File: config.mk
export PLATFORM = sky130hd
export DESIGN_NAME = fir_addr_gen_v2
export DESIGN_NICKNAME = d
export VERILOG_FILES = /design/src/rtl/fir_addr_gen_v2.sv
export SDC_FILE = /design/constraint.sdc
export NUM_CORES = 1
export LEC_CHECK = 0
export BUFFER_PORTS_ARGS = -buffer_cell sky130_fd_sc_hd__buf_4
export CORE_MARGIN = 4
export CORE_UTILIZATION = 56
export CTS_CLUSTER_SIZE = 20
export DETAILED_ROUTE_END_ITERATION = 6
export PLACE_DENSITY = 0.88
export SYNTH_ARGS = -nofsm -noshare
export SYNTH_HDL_FRONTEND = slang
export SYNTH_SLANG_ARGS = --single-unit
File: constraint.sdc
create_clock -name axis_clk -period 5.2 [get_ports axis_clk]
set_input_delay 0 -clock axis_clk [delete_from_list [all_inputs] [get_ports axis_clk]]
set_output_delay 0 -clock axis_clk [all_outputs]
set_load 0.01 [all_outputs]
File: src/rtl/fir_addr_gen_v2.sv
// ============================================================================
// fir_addr_gen_v2
// ----------------------------------------------------------------------------
// Address and control sequencer for a single-MAC FIR filter that keeps its
// sample history in a circular data RAM and its coefficients in a tap RAM.
//
// A run starts with ap_start in IDLE.
// 1. The first L data RAM words are cleared.
// 2. For each input sample:
//    - write the sample at the head slot;
//    - sweep L tap/data pairs through the MAC, newest sample first;
//    - present the result until downstream accepts it;
//    - advance the head slot.
// 3. The run ends after the sample flagged ss_last has been processed.
//
// Ports
//   axis_clk   in   clock, all state updates on the rising edge
//   axis_rst   in   synchronous active-high reset
//   ap_start   in   start a run (honoured only in IDLE)
//   tap_len    in   number of taps for the run; 0 or too large selects pTAP_MAX
//   ss_valid   in   input sample present
//   ss_last    in   input sample is the final one of the run
//   ss_ready   out  block accepts an input sample this cycle
//   data_addr  out  data RAM byte address
//   data_we    out  data RAM write strobe
//   data_clr   out  write zero instead of the sample
//   tap_addr   out  tap RAM byte address
//   mac_en     out  MAC consumes the current tap/data pair
//   mac_clr    out  MAC loads the product instead of accumulating
//   res_valid  out  accumulator result ready
//   res_last   out  result belongs to the final sample
//   res_ready  in   downstream takes the result
//   busy       out  sequencer is not idle
//   done       out  one-cycle end-of-run pulse
//   state_o    out  current state code
//
// Every output is decoded from registered state only (state, k, head, L and
// the latched last flag), so no input reaches an output combinationally.
// ============================================================================
module fir_addr_gen_v2 #(
    parameter int pADDR_WIDTH = 12,
    parameter int pTAP_MAX    = 11,
    parameter int pLEN_WIDTH  = 6
) (
    input  logic                   axis_clk,
    input  logic                   axis_rst,
    input  logic                   ap_start,
    input  logic [pLEN_WIDTH-1:0]  tap_len,
    input  logic                   ss_valid,
    input  logic                   ss_last,
    output logic                   ss_ready,
    output logic [pADDR_WIDTH-1:0] data_addr,
    output logic                   data_we,
    output logic                   data_clr,
    output logic [pADDR_WIDTH-1:0] tap_addr,
    output logic                   mac_en,
    output logic                   mac_clr,
    output logic                   res_valid,
    output logic                   res_last,
    input  logic                   res_ready,
    output logic                   busy,
    output logic                   done,
    output logic [2:0]             state_o
);

    // Counter width large enough to hold any index 0..pTAP_MAX.
    localparam int                CNT_W     = $clog2(pTAP_MAX + 1);
    localparam int unsigned       TAP_MAX_U = pTAP_MAX;
    localparam logic [CNT_W-1:0]  ONE       = CNT_W'(1);
    localparam logic [CNT_W-1:0]  LEN_DFLT  = CNT_W'(TAP_MAX_U);

    typedef enum logic [2:0] {
        S_IDLE    = 3'd0,
        S_CLR     = 3'd1,
        S_WAIT_IN = 3'd2,
        S_WRITE   = 3'd3,
        S_MAC     = 3'd4,
        S_RESULT  = 3'd5,
        S_DONE    = 3'd6
    } state_t;

    // Zero and out-of-range lengths both fall back to the full filter.
    function automatic logic [CNT_W-1:0] f_len_sel(input logic [pLEN_WIDTH-1:0] len);
        if ((len == '0) || (32'(len) > TAP_MAX_U)) begin
            return LEN_DFLT;
        end
        return CNT_W'(len);
    endfunction

    // Word index to byte address (32-bit words).
    function automatic logic [pADDR_WIDTH-1:0] f_byte_addr(input logic [CNT_W-1:0] idx);
        return pADDR_WIDTH'(idx) << 2;
    endfunction

    state_t           r_state;
    logic [CNT_W-1:0] r_k;
    logic [CNT_W-1:0] r_head;
    logic [CNT_W-1:0] r_len;
    logic             r_last;

    state_t           w_state_nxt;
    logic [CNT_W-1:0] w_k_nxt;
    logic [CNT_W-1:0] w_head_nxt;
    logic [CNT_W-1:0] w_len_nxt;
    logic             w_last_nxt;

    logic             w_k_last;
    logic [CNT_W-1:0] w_hist_idx;

    assign w_k_last = (r_k == (r_len - ONE));

    // Slot holding the sample that is k steps older than the newest one.
    // Both head and k are below L, so a single conditional add of L is
    // enough to bring the difference back into 0..L-1.
    always_comb begin
        w_hist_idx = r_head - r_k;
        if (r_head < r_k) begin
            w_hist_idx = r_head + r_len - r_k;
        end
    end

    always_ff @(posedge axis_clk) begin
        if (axis_rst) begin
            r_state <= S_IDLE;
            r_k     <= '0;
            r_head  <= '0;
            r_len   <= LEN_DFLT;
            r_last  <= 1'b0;
        end else begin
            r_state <= w_state_nxt;
            r_k     <= w_k_nxt;
            r_head  <= w_head_nxt;
            r_len   <= w_len_nxt;
            r_last  <= w_last_nxt;
        end
    end

    always_comb begin
        w_state_nxt = r_state;
        w_k_nxt     = r_k;
        w_head_nxt  = r_head;
        w_len_nxt   = r_len;
        w_last_nxt  = r_last;

        ss_ready    = 1'b0;
        data_addr   = '0;
        data_we     = 1'b0;
        data_clr    = 1'b0;
        tap_addr    = '0;
        mac_en      = 1'b0;
        mac_clr     = 1'b0;
        res_valid   = 1'b0;
        res_last    = 1'b0;
        done        = 1'b0;

        case (r_state)
            S_IDLE: begin
                if (ap_start) begin
                    w_len_nxt   = f_len_sel(tap_len);
                    w_head_nxt  = '0;
                    w_k_nxt     = '0;
                    w_state_nxt = S_CLR;
                end
            end

            S_CLR: begin
                data_we   = 1'b1;
                data_clr  = 1'b1;
                data_addr = f_byte_addr(r_k);
                if (w_k_last) begin
                    w_k_nxt     = '0;
                    w_state_nxt = S_WAIT_IN;
                end else begin
                    w_k_nxt = r_k + ONE;
                end
            end

            S_WAIT_IN: begin
                ss_ready = 1'b1;
                if (ss_valid) begin
                    w_last_nxt  = ss_last;
                    w_state_nxt = S_WRITE;
                end
            end

            S_WRITE: begin
                data_we     = 1'b1;
                data_addr   = f_byte_addr(r_head);
                w_k_nxt     = '0;
                w_state_nxt = S_MAC;
            end

            S_MAC: begin
                mac_en    = 1'b1;
                mac_clr   = (r_k == '0);
                tap_addr  = f_byte_addr(r_k);
                data_addr = f_byte_addr(w_hist_idx);
                if (w_k_last) begin
                    w_k_nxt     = '0;
                    // Next sample goes one slot further round the ring.
                    w_head_nxt  = (r_head == (r_len - ONE)) ? '0 : (r_head + ONE);
                    w_state_nxt = S_RESULT;
                end else begin
                    w_k_nxt = r_k + ONE;
                end
            end

            S_RESULT: begin
                res_valid = 1'b1;
                res_last  = r_last;
                if (res_ready) begin
                    w_state_nxt = r_last ? S_DONE : S_WAIT_IN;
                end
            end

            S_DONE: begin
                done        = 1'b1;
                w_state_nxt = S_IDLE;
            end

            default: begin
                w_state_nxt = S_IDLE;
            end
        endcase
    end

    assign busy    = (r_state != S_IDLE);
    assign state_o = r_state;

endmodule

Yosys cells after proc, flatten, opt, wreduce, memory -nomap -nowiden
Index checks and enable logic that the tools add are counted.
{ "op_classes": {"add_sub_neg": 6, "n_mul": 0, "n_div": 0, "n_lt_le_gt_ge": 2, "n_eq_ne": 13, "shifts": 0, "mux": 29, "bitwise_logic": 0, "n_reduce_logical": 14} }
{ "ops": {"columns": ["op", "count"], "rows": [
  ["$mux 4", 7],
  ["$mux 3", 6],
  ["$pmux 3 s6", 1],
  ["$pmux 6 s3", 1],
  ["$pmux 4 s3", 1],
  ["$mux 1", 11],
  ["$ne 2x2->1 const B", 5],
  ["$eq 3x3->1 const B", 3],
  ["$add 4x1->4 const B", 2],
  ["$eq 4x4->1", 2],
  ["$pmux 4 s2", 1],
  ["$sub 4x4->4", 2],
  ["$eq 3x2->1 const B", 2],
  ["$gt 6x4->1 const B", 1],
  ["$logic_not 6->1", 1],
  ["$mux 6", 1],
  ["$reduce_and 2->1", 3],
  ["$reduce_bool 3->1", 2],
  ["$reduce_and 5->1", 1],
  ["$add 4x4->4", 1],
  ["$logic_not 4->1", 1],
  ["$lt 4x4->1", 1],
  ["$reduce_or 2->1", 2],
  ["$sub 4x1->4 const B", 1],
  ["5 further kinds", 5]
]} }
{ "totals": {"register_bits": 16, "latch_bits": 0, "ram_bits": 0, "rom_bits": 0, "input_bits": 12, "out_inout_bits": 36, "elab_cells": 69, "mem_count": 0} }

Depth between registers and ports, before layout
{ "logic_depth": {"word_depth": 6, "mapped_depth": 9, "mapped_depth_nobuf": 9} }

Worst setup path before layout
OpenSTA, ideal clock, no wires.
{ "synth_timing": {"path_type": "register to output", "from": "reg r_head[1]", "to": "out data_addr[5]", "arrival_ns": 2.312, "t_required_ns": 5.200, "setup_slack_ns": 2.888, "path_stages_with_launch": 10, "path_buffers": 0, "path_cell_list": "dfxtp_1 inv_1 fa_1 inv_1 ha_1 a21o_1 a21oi_1 xnor2_1 o211a_1 o31ai_1"} }
{ "synth_between": {"elab_chain_cells": 4, "elab_cells_between_ends": 6, "classes_between": "3 x add/sub; 1 x order compare; 2 x mux"} }
{ "synth_lines": {"columns": ["element", "line_no", "rtl"], "rows": [
  ["start: declaration", "97", "logic [CNT_W-1:0] r_head;"],
  ["start signal: assignment", "132", "r_head <= w_head_nxt;"],
  ["$add 4x4->4", "118", "w_hist_idx = r_head + r_len - r_k;"],
  ["$sub 4x4->4", "118", null],
  ["$mux 4 *", "117", "if (r_head < r_k) begin"],
  ["$pmux 6 s3 *", "156", "case (r_state)"],
  ["end: declaration", "52", "output logic [pADDR_WIDTH-1:0] data_addr,"]
]} }
Every way passes the cells marked *; elsewhere a longest branch is shown, timed or not.

Final worst setup path
Ends and elaborated chain as after synthesis.

==> impl_results.md <==
* Status: completed
* Die extent in y at 62.1 um
* Fillers at 232
* Post-Syn Area at 1640 um^2
* Number of max-cap violations at 0
* Number of I/O pins at 48
* HP Start: tap_len[5]
* Post-route ant nets at 0
* Hold crit path type: in2reg
* Required @ worst endpoint at 5.20 ns
* Seq/Total Area, Yosys at 19.5%
* Drt pass-1 iters at 4
* Max Buffers Root-to-Sink at 2
* Placed cells at 254
* # resized after CTS at 0
* Maximum net fanout on the critical path at 8
* Non-Filler Instances at 266
* Routed WL at 3.59 mm
* CP startpoint kind: flop
* Final core utilization at 69.5%
* Netlist cell types at 50
* WL met1 at 1.56 mm
* Worst skew pair latency at 0.29 ns
* R2R setup slack at 2.57 ns
* Detail-routed via count per cell at 5.46
* Initial Utilization at 59.0%
* Synth Instances at 199
* Clk root buf: clkbuf_4
* EDFF count, synth at 0
* Ys flop type: dfxtp_1
* Largest net degree at the start of global routing at 18
* H-tree depth at 1
* RSZ-0062 raised after global routing: no
* Tightest Pin Transition at 0.770 ns
* Total number of vias at 1,452
* Cell Pwr Density at 158 nW/um^2
* Setup_tns at 0 ns
* Area of the die at 3860 um^2
* Multi-input logic area at 1130 um^2
* Placement Cell Area at 1820 um^2
* RR Startpoint: state_o[1]$_SDFFE_PP0P_
* Placeable Area at 2780 um^2
* DP Wirelength at 2.82 mm
* Hold endpoint: r_len[2]$_SDFFE_PP0P_
* F_max at 0.357 GHz
* ANT cells at 0
* Remaining global-route overflow at 0
* Setup Fix Bufs, Post-CTS at 0
* Final hold viol count at 0
* Reg area at 320 um^2
* Worst Path Arrival at 2.80 ns
* Hold path cells at 4
* Seq cells post-synth at 16
* Vias in the first global route at 1,381
* Worst r2r dst: r_last$_SDFFE_PP0P_
* Final clock skew at 0.00702 ns
* Wire per inst at 13.5 um
* CP endpoint kind: primary output
* Met2 WL at 1.87 mm
* Met3 WL at 140 um
* Site Rows at 19
* Final Wtd Congestion at 0.887
* PortBufs at 31
* Iteration-0 DRC Markers at 84
* P&R area growth vs syn at 17.7%
* R2R cell count at 5
* Clock sinks at 16
* Fin crit share at 53.9%
* Final Cell Area at 1930 um^2
* Yosys warnings at 0
* DRC Markers at 0
* Fraction of registers with async set/reset at 0%
* Avg Cell Area, Syn at 8.25 um^2
* TritonCTS buffer count at 3
* Initial antenna violation count at 0
* Top Layer Used: met4
* Worst VDD drop at 0.134 mV
* Max Slew Vio Count at 0
* Final Critical Period at 2.80 ns
* Slew margin rel. at 48.6%
* Clock transition at path regs at 0.09 ns
* CTS tree: built
* Share of cells above drive strength 1 at 19.6%
* Leakage at 0.869 nW
* Nets at 264
* GRT Total Usage at 18.6%
* Crit path kind: reg2out
* Die W at 62.1 um
* Final setup vio count at 0
* First-pass GRT wire length at 6.18 mm
critical path, stage by stage, from the launching register on:
cell     delay (ns)
dfxtp_1        0.53
inv_1          0.11
fa_1           0.52
inv_1          0.07
ha_1           0.29
a21o_1         0.15
a21oi_1        0.16
xnor2_1        0.12
o211a_1        0.22
o31ai_1        0.18
buf_4          0.16
registers in the layout (all words and copies together), names as in the netlist:
name,flops
r_len,4
r_k,4
r_head,4
state_o,3
r_last,1
synth_stat cells (2+ instances only):
cell	number	area share [%]
nand2b_1	2	0.76
and3_1	2	0.76
buf_4	16	7.3
nor2_1	18	4.1
fa_1	4	4.9
inv_1	23	5.3
nand2_1	11	2.5
a41oi_2	2	2.0
o31ai_1	2	0.91
nand3_1	6	1.8
ha_1	12	9.1
o22ai_1	6	2.3
a32oi_1	2	1.1
nor3_1	2	0.61
buf_2	3	0.91
xnor2_1	12	6.4
clkinv_1	2	0.46
a21o_1	2	0.91
o41ai_2	2	2.0
a21oi_1	10	3.0
dfxtp_1	16	20
mux2i_1	7	4.3
xor2_1	6	3.2
o21ai_0	4	1.2
nand4_1	2	0.76
layout by cell type (no fill, tap or decap), types with 2 or more instances in the layout:
cell	n
a21o_1	2
a21oi_1	10
a32oi_1	2
a41oi_2	2
and3_1	2
buf_4	31
clkbuf_4	3
clkinv_1	2
conb_1	16
dfxtp_1	16
dlygate4sd3_1	8
fa_1	4
ha_1	12
inv_1	23
mux2i_1	7
nand2_1	11
nand2b_1	2
nand3_1	6
nand4_1	2
nor2_1	18
nor3_1	2
o21ai_0	4
o22ai_1	6
o31ai_1	2
o41ai_2	2
xnor2_1	12
xor2_1	6
what timing repair did:
| action | in CTS | in global routing |
|---|---|---|
| hold buffers | 8 | 0 |
| setup endpoints to repair | 0 | 0 |
| hold endpoints to repair | 8 | 0 |
logic make-up after synthesis:
group,Yosys count,share of synthesized area [%]
XOR/XNOR,18,9.60
other,1,0.228
flip-flops,16,19.5
AO/OA/AOI/OAI,40,19.0
multiplexers,7,4.27
adder cells (fa/ha/maj),16,14.0
buffers and inverters,47,15.1
AND/OR/NAND/NOR,54,18.3
power by group:
part	internal (mW)	switching [mW]	total (mW)
sequential	0.125	0.00730	0.133
clock	0.0427	0.0401	0.0827
combinational	0.0408	0.0494	0.0903
worst max path at each step:
stage,start,to,slack [ns],cells after the start
after floorplan,r_head[1]$_SDFFE_PP0P_,data_addr[5],2.89,9
after global placement,r_head[1]$_SDFFE_PP0P_,data_addr[5],2.78,10
after detailed placement,r_head[1]$_SDFFE_PP0P_,data_addr[5],2.72,10
after CTS,r_head[1]$_SDFFE_PP0P_,data_addr[5],2.39,10
after global routing,r_head[1]$_SDFFE_PP0P_,data_addr[5],2.20,10
final,r_head[1]$_SDFFE_PP0P_,data_addr[5],2.40,10
routing by layer:
layer / vias to the layer above / GRT usage, %
met4: 0 / 3.25
met5: - / 0
met3: 5 / 2.70
met2: 32 / 32.6
li1: 723 / -
met1: 692 / 24.1
cell type report:
| cell class | count | share of cell area [%] |
|---|---|---|
| inverter | 25 | 4.86 |
| timing repair buffer | 39 | 16.2 |
| tap | 31 | 2.01 |
| sequential | 16 | 16.6 |
| clock buffer | 4 | 1.88 |
| multi-input combinational | 151 | 58.5 |
per-stage QoR:
| step | hold slack [ns] | worst slack [ns] | power (mW) |
|---|---|---|---|
| floorplan | 0.124 | 2.89 | 0.204 |
| global placement | 0.224 | 2.78 | 0.218 |
| detailed placement | 0.224 | 2.72 | 0.220 |
| CTS | 0.0606 | 2.39 | 0.307 |
| global route | 0.0851 | 2.20 | 0.324 |
| finish | 0.0959 | 2.40 | 0.306 |
Power figures use the tool's default switching activity.
